**config.mk**
```make
export PLATFORM = sky130hd
export DESIGN_NAME = pipelined_adder_nbit
export DESIGN_NICKNAME = d
export VERILOG_FILES = /design/src/rtl/adder_pkg.sv /design/src/rtl/adder_chunk.sv /design/src/rtl/pipelined_adder_nbit.sv
export SDC_FILE = /design/constraint.sdc
export NUM_CORES = 1
export LEC_CHECK = 0
export CORE_ASPECT_RATIO = 0.6
export CORE_MARGIN = 2
export CORE_UTILIZATION = 39
export DETAILED_ROUTE_END_ITERATION = 10
export GPL_TIMING_DRIVEN = 0
export MAX_ROUTING_LAYER = met4
export PLACE_DENSITY = 0.59
export SKIP_LAST_GASP = 1
export SLEW_MARGIN = 20
export SYNTH_ARGS = -nofsm -noshare
export SYNTH_HDL_FRONTEND = slang
export SYNTH_HIERARCHICAL = 1
export SYNTH_SLANG_ARGS = --single-unit
```
**constraint.sdc**
```tcl
create_clock -name clk -period 3.15 [get_ports clk]
set_clock_uncertainty 0.2 [all_clocks]
set_input_delay 0.63 -clock clk [delete_from_list [all_inputs] [get_ports clk]]
set_output_delay 0.63 -clock clk [all_outputs]
set_load 0.005 [all_outputs]
```
**src/rtl/adder_pkg.sv**
```systemverilog
// Shared helpers for the pipelined adder: configuration checks and chunk sizing.
package adder_pkg;

   function automatic bit chunking_ok(input int num_bits, input int num_stages);
      return (num_stages >= 1) && (num_bits >= 2) && ((num_bits % num_stages) == 0);
   endfunction

   function automatic int chunk_width(input int num_bits, input int num_stages);
      return num_bits / num_stages;
   endfunction

endpackage

```
**src/rtl/adder_chunk.sv**
```systemverilog
// Combinational WIDTH-bit adder slice with carry in and carry out.
module adder_chunk #(
   parameter int WIDTH = 8
) (
   input  logic [WIDTH-1:0] a,
   input  logic [WIDTH-1:0] b,
   input  logic             carry_in,
   output logic [WIDTH-1:0] sum,
   output logic             carry_out
);

   logic [WIDTH:0] total;

   assign total            = {1'b0, a} + {1'b0, b} + {{WIDTH{1'b0}}, carry_in};
   assign {carry_out, sum} = total;

endmodule

```
**src/rtl/pipelined_adder_nbit.sv**
```systemverilog
// Pipelined unsigned adder: one CHUNK-bit slice per stage, carry rippling through
// the stage registers, with a global stall driven by output backpressure.
module pipelined_adder_nbit
   import adder_pkg::*;
#(
   parameter int NUM_BITS   = 32,
   parameter int NUM_STAGES = 4
) (
   input  logic                clk,
   input  logic                n_rst,
   input  logic                in_valid,
   output logic                in_ready,
   input  logic [NUM_BITS-1:0] a,
   input  logic [NUM_BITS-1:0] b,
   input  logic                carry_in,
   output logic                out_valid,
   input  logic                out_ready,
   output logic [NUM_BITS-1:0] sum,
   output logic                overflow
);

   localparam int CHUNK = chunk_width(NUM_BITS, NUM_STAGES);

   if (!chunking_ok(NUM_BITS, NUM_STAGES)) begin : g_bad_cfg
      $error("pipelined_adder_nbit: NUM_BITS must be >= 2 and a multiple of NUM_STAGES");
   end

   // Operands are shifted down by CHUNK each stage so every slice reads the low chunk.
   typedef struct packed {
      logic                valid;
      logic                carry;
      logic [NUM_BITS-1:0] sum_part;
      logic [NUM_BITS-1:0] a_rem;
      logic [NUM_BITS-1:0] b_rem;
   } stage_t;

   stage_t stage_q [NUM_STAGES];
   stage_t stage_d [NUM_STAGES];
   logic   stall;

   for (genvar k = 0; k < NUM_STAGES; k++) begin : g_stage
      stage_t           src;
      stage_t           nxt;
      logic [CHUNK-1:0] chunk_sum;
      logic             chunk_carry;

      if (k == 0) begin : g_first
         assign src = '{valid: in_valid, carry: carry_in, sum_part: '0, a_rem: a, b_rem: b};
      end else begin : g_next
         assign src = stage_q[k-1];
      end

      adder_chunk #(.WIDTH(CHUNK)) u_chunk (
         .a         (src.a_rem[CHUNK-1:0]),
         .b         (src.b_rem[CHUNK-1:0]),
         .carry_in  (src.carry),
         .sum       (chunk_sum),
         .carry_out (chunk_carry)
      );

      always_comb begin
         nxt                            = src;
         nxt.carry                      = chunk_carry;
         nxt.sum_part[k*CHUNK +: CHUNK] = chunk_sum;
         nxt.a_rem                      = src.a_rem >> CHUNK;
         nxt.b_rem                      = src.b_rem >> CHUNK;
      end

      assign stage_d[k] = nxt;
   end

   assign stall    = out_valid && !out_ready;
   assign in_ready = !stall;

   // Bubbles advance the valid bit only, so the output keeps its last result.
   always_ff @(posedge clk or negedge n_rst) begin
      if (!n_rst) begin
         for (int k = 0; k < NUM_STAGES; k++) begin
            stage_q[k] <= '0;
         end
      end else if (!stall) begin
         for (int k = 0; k < NUM_STAGES; k++) begin
            stage_q[k].valid <= stage_d[k].valid;
            if (stage_d[k].valid) begin
               stage_q[k].carry    <= stage_d[k].carry;
               stage_q[k].sum_part <= stage_d[k].sum_part;
               stage_q[k].a_rem    <= stage_d[k].a_rem;
               stage_q[k].b_rem    <= stage_d[k].b_rem;
            end
         end
      end
   end

   assign out_valid = stage_q[NUM_STAGES-1].valid;
   assign sum       = stage_q[NUM_STAGES-1].sum_part;
   assign overflow  = stage_q[NUM_STAGES-1].carry;

endmodule
```
==> results.sh <==
export IMPL_yosysSeqAreaShare_pct=55.5
export IMPL_period_share_pct=83.9
export IMPL_dp_slack_ns=0.100
export IMPL_synth_top_area_share_pct=55.5
export IMPL_grt_pass1_vias=5081
export IMPL_fin_cells=971
export IMPL_antenna_found_initial=0
export IMPL_dp_cells=940
export IMPL_power_density_nw_per_um2=1040
export IMPL_synth_area_leaders="dfrtp_1 (55%), mux2_2 (22%), ha_1 (4.2%)"
export IMPL_dieArea_um2=22500
export IMPL_critPathKind="in -> out"
export IMPL_synth_area_um2=8300
export IMPL_fin_crit_ns=2.64
export IMPL_num_fill_cells=1840
export IMPL_combinationalPowerShare_pct=42.8
export IMPL_cts_sink_count=184
export IMPL_leakagePower_nw=4.42
export IMPL_synthArstFlopShare_pct=100
export IMPL_diodes=0
export IMPL_switchingPower_mw=3.47
export IMPL_swShare_pct=32.3
export IMPL_power_internal_mw=7.25
export IMPL_grt_max_degree=98
export IMPL_dp_hpwl_um=12100
export IMPL_synth_cells=557
export IMPL_via_count=4777
export IMPL_multi_input_area_um2=3450
export IMPL_peakVddDrop_mv=0.367
export IMPL_max_freq_ghz=0.378
export IMPL_cts_tree="done"
export IMPL_gr_usage_all_layers_pct=16.2
export IMPL_fin_setup_tns_ns=0
export IMPL_max_cap_violations=0
export IMPL_synth_warnings=6
export IMPL_drcViolationCount=0
export IMPL_yosys_top_cells_count="dfrtp_1 (184), mux2_2 (159), ha_1 (28), mux2_4 (19), a21oi_1 (17)"
export IMPL_ctsLongestPathBuffers=2
export IMPL_ys_types=38
export IMPL_hold_worst_slack_ns=-0.00860
export IMPL_rrSetupSlack_ns=0.65
export IMPL_ys_flop_type="dfrtp_1"
export IMPL_post_cts_resized=0
export IMPL_outcome="finished, violations left"
export IMPL_startpoint_type="primary input"
export IMPL_ant_nets=0
export IMPL_clock_latency_ns=0.43
export IMPL_p_clk_share_pct=19.0
export IMPL_regArea_um2=4600
export IMPL_num_rows=41
export IMPL_max_slew_margin_rel_pct=56.1
export IMPL_routedWlPerCell_um=17.1
export IMPL_arrival_ns=1.81
export IMPL_synth_nets=662
export IMPL_maxSlewViolCount=0
export IMPL_ys_seq_elements=184
export IMPL_cts_buffers=17
export IMPL_viasPerCell=4.92
export IMPL_setup_ws_ns=0.506
export IMPL_drtIter0Drc=206
export IMPL_syn_to_final_growth_pct=23.8
export IMPL_synth_edf_count=0
export IMPL_hold_violations=2
export IMPL_firstDrtPassIters=4
export IMPL_path_clk_slew_ns=0.07
export IMPL_drive_above_1_share_pct=35.3
export IMPL_pin_count=104
export IMPL_cp_max_fo=6
export IMPL_port_buffer_count=103
export IMPL_worstHoldPathType="in -> async"
export IMPL_hold_buffers=0
export IMPL_die_h_um=117
export IMPL_h_tree_depth=4
export IMPL_core_area_um2=20900
export IMPL_rsz0062_at_grt="false"
export IMPL_start_util_pct=39.7
export IMPL_syn_avg_cell_area_um2=14.9
export IMPL_violations="hold timing"
export IMPL_finalSetupViolCount=0
export IMPL_end_kind="output pin"
export IMPL_grt_pass1_wl_um=26600
export IMPL_fin_nets=785
export IMPL_worstMarginPinSlew_ns=0.659
export IMPL_p_seq_share_pct=38.3
export IMPL_overflow=0
export IMPL_gp_congestion=0.803
export IMPL_clk_root_buffer_cell="clkbuf_16"
export IMPL_synth_top_cell_by_area="dfrtp_1"
export IMPL_yosysMostFrequentCell="dfrtp_1"
export IMPL_cts_setup_buffers=0
export IMPL_die_w_um=192
export IMPL_wl_um=16600
export IMPL_required_ns=2.32
path summary, 6_finish.rpt:
check,start,endpoint,depth (start not counted)
max,out_ready,in_ready,4
min,n_rst,sum[25],1
max reg2reg,g_stage[1].src[32],g_stage[2].src[96],6
min reg2reg,g_stage[1].nxt[97],g_stage[1].nxt[97],2
max in group asynchronous,n_rst,sum[12],2
min in group clk,g_stage[1].nxt[97],g_stage[1].nxt[97],2
critical path, stage by stage:
cell	delay, ns
clkdlybuf4s50_1	0.45
nor2b_4	0.22
inv_6	0.07
clkdlybuf4s50_1	0.44
per-stage QoR:
step           util (%)  area, um2  power (mW)
6_report           49.1      10300        10.7
4_1_cts            49.1      10300        10.9
5_1_grt            49.1      10300        11.5
3_3_place_gp       46.3       9680        8.59
3_5_place_dp       46.4       9710        8.79
2_1_floorplan         -       8300        7.24
power by group through the flow:
stage | registers (mW) | logic (mW) | clock network, mW
3_3_place_gp | 4.12 | 4.48 | 0
6_report | 4.10 | 4.58 | 2.03
2_1_floorplan | 3.93 | 3.31 | 0
4_1_cts | 4.13 | 4.64 | 2.10
3_5_place_dp | 4.17 | 4.62 | 0
5_1_grt | 4.25 | 5.08 | 2.19
cells in the final DEF, fill, tap and decap left out, types with 3 or more instances in the layout:
| master | netlist | final |
|---|---|---|
| clkinv_4 | 0 | 3 |
| nand2_1 | 15 | 15 |
| a311o_1 | 8 | 8 |
| o221a_2 | 3 | 3 |
| nor2b_1 | 5 | 5 |
| a21oi_2 | 3 | 3 |
| inv_2 | 4 | 4 |
| o21a_1 | 3 | 3 |
| a21oi_1 | 17 | 17 |
| mux2_4 | 19 | 19 |
| dfrtp_1 | 184 | 184 |
| o21ai_0 | 4 | 4 |
| ha_1 | 28 | 28 |
| o211ai_1 | 3 | 3 |
| o21bai_1 | 4 | 4 |
| nand2_2 | 3 | 3 |
| nand3b_1 | 3 | 3 |
| clkdlybuf4s50_1 | 0 | 102 |
| fa_1 | 8 | 8 |
| nor4_1 | 4 | 4 |
| nand4_1 | 3 | 3 |
| nand2b_1 | 4 | 4 |
| a21o_1 | 8 | 8 |
| clkbuf_16 | 0 | 17 |
| buf_6 | 8 | 8 |
| xor2_1 | 8 | 8 |
| nand3_1 | 8 | 8 |
| inv_6 | 1 | 4 |
| buf_4 | 8 | 8 |
| mux2_2 | 159 | 159 |
| nor3_1 | 5 | 5 |
| xnor2_1 | 8 | 8 |
| inv_1 | 8 | 8 |
registers in the layout, summed over array words and instances (netlist names):
name,flops
g_stage.nxt,99
g_stage.src,51
out_valid,1
overflow,1
sum,32
kinds of logic after synthesis:
logic type / after synthesis / synth area share [%]
simple gates: 54 / 3.56
mux: 181 / 25.4
fa+ha+maj: 36 / 6.15
flops: 184 / 55.5
compound gates: 55 / 4.79
buf+inv: 31 / 2.94
xor+xnor: 16 / 1.69
final cells by class:
| cell class | count | share of cell area [%] |
|---|---|---|
| inverter | 13 | 0.524 |
| clock inverter | 12 | 1.16 |
| tap | 279 | 3.40 |
| buffer | 18 | 1.85 |
| clock buffer | 19 | 4.31 |
| multi-input combinational | 342 | 33.6 |
| sequential | 184 | 44.8 |
| timing repair buffer | 104 | 10.4 |
layer usage:
layer / global-route usage, % / part of all wire (%)
met1: 23.0 / 52
met2: 23.4 / 43
met3: 3.64 / 4.6
met4: 4.38 / 0.80
met5: - / 0
Note: power is estimated with default switching activity, not from simulation.
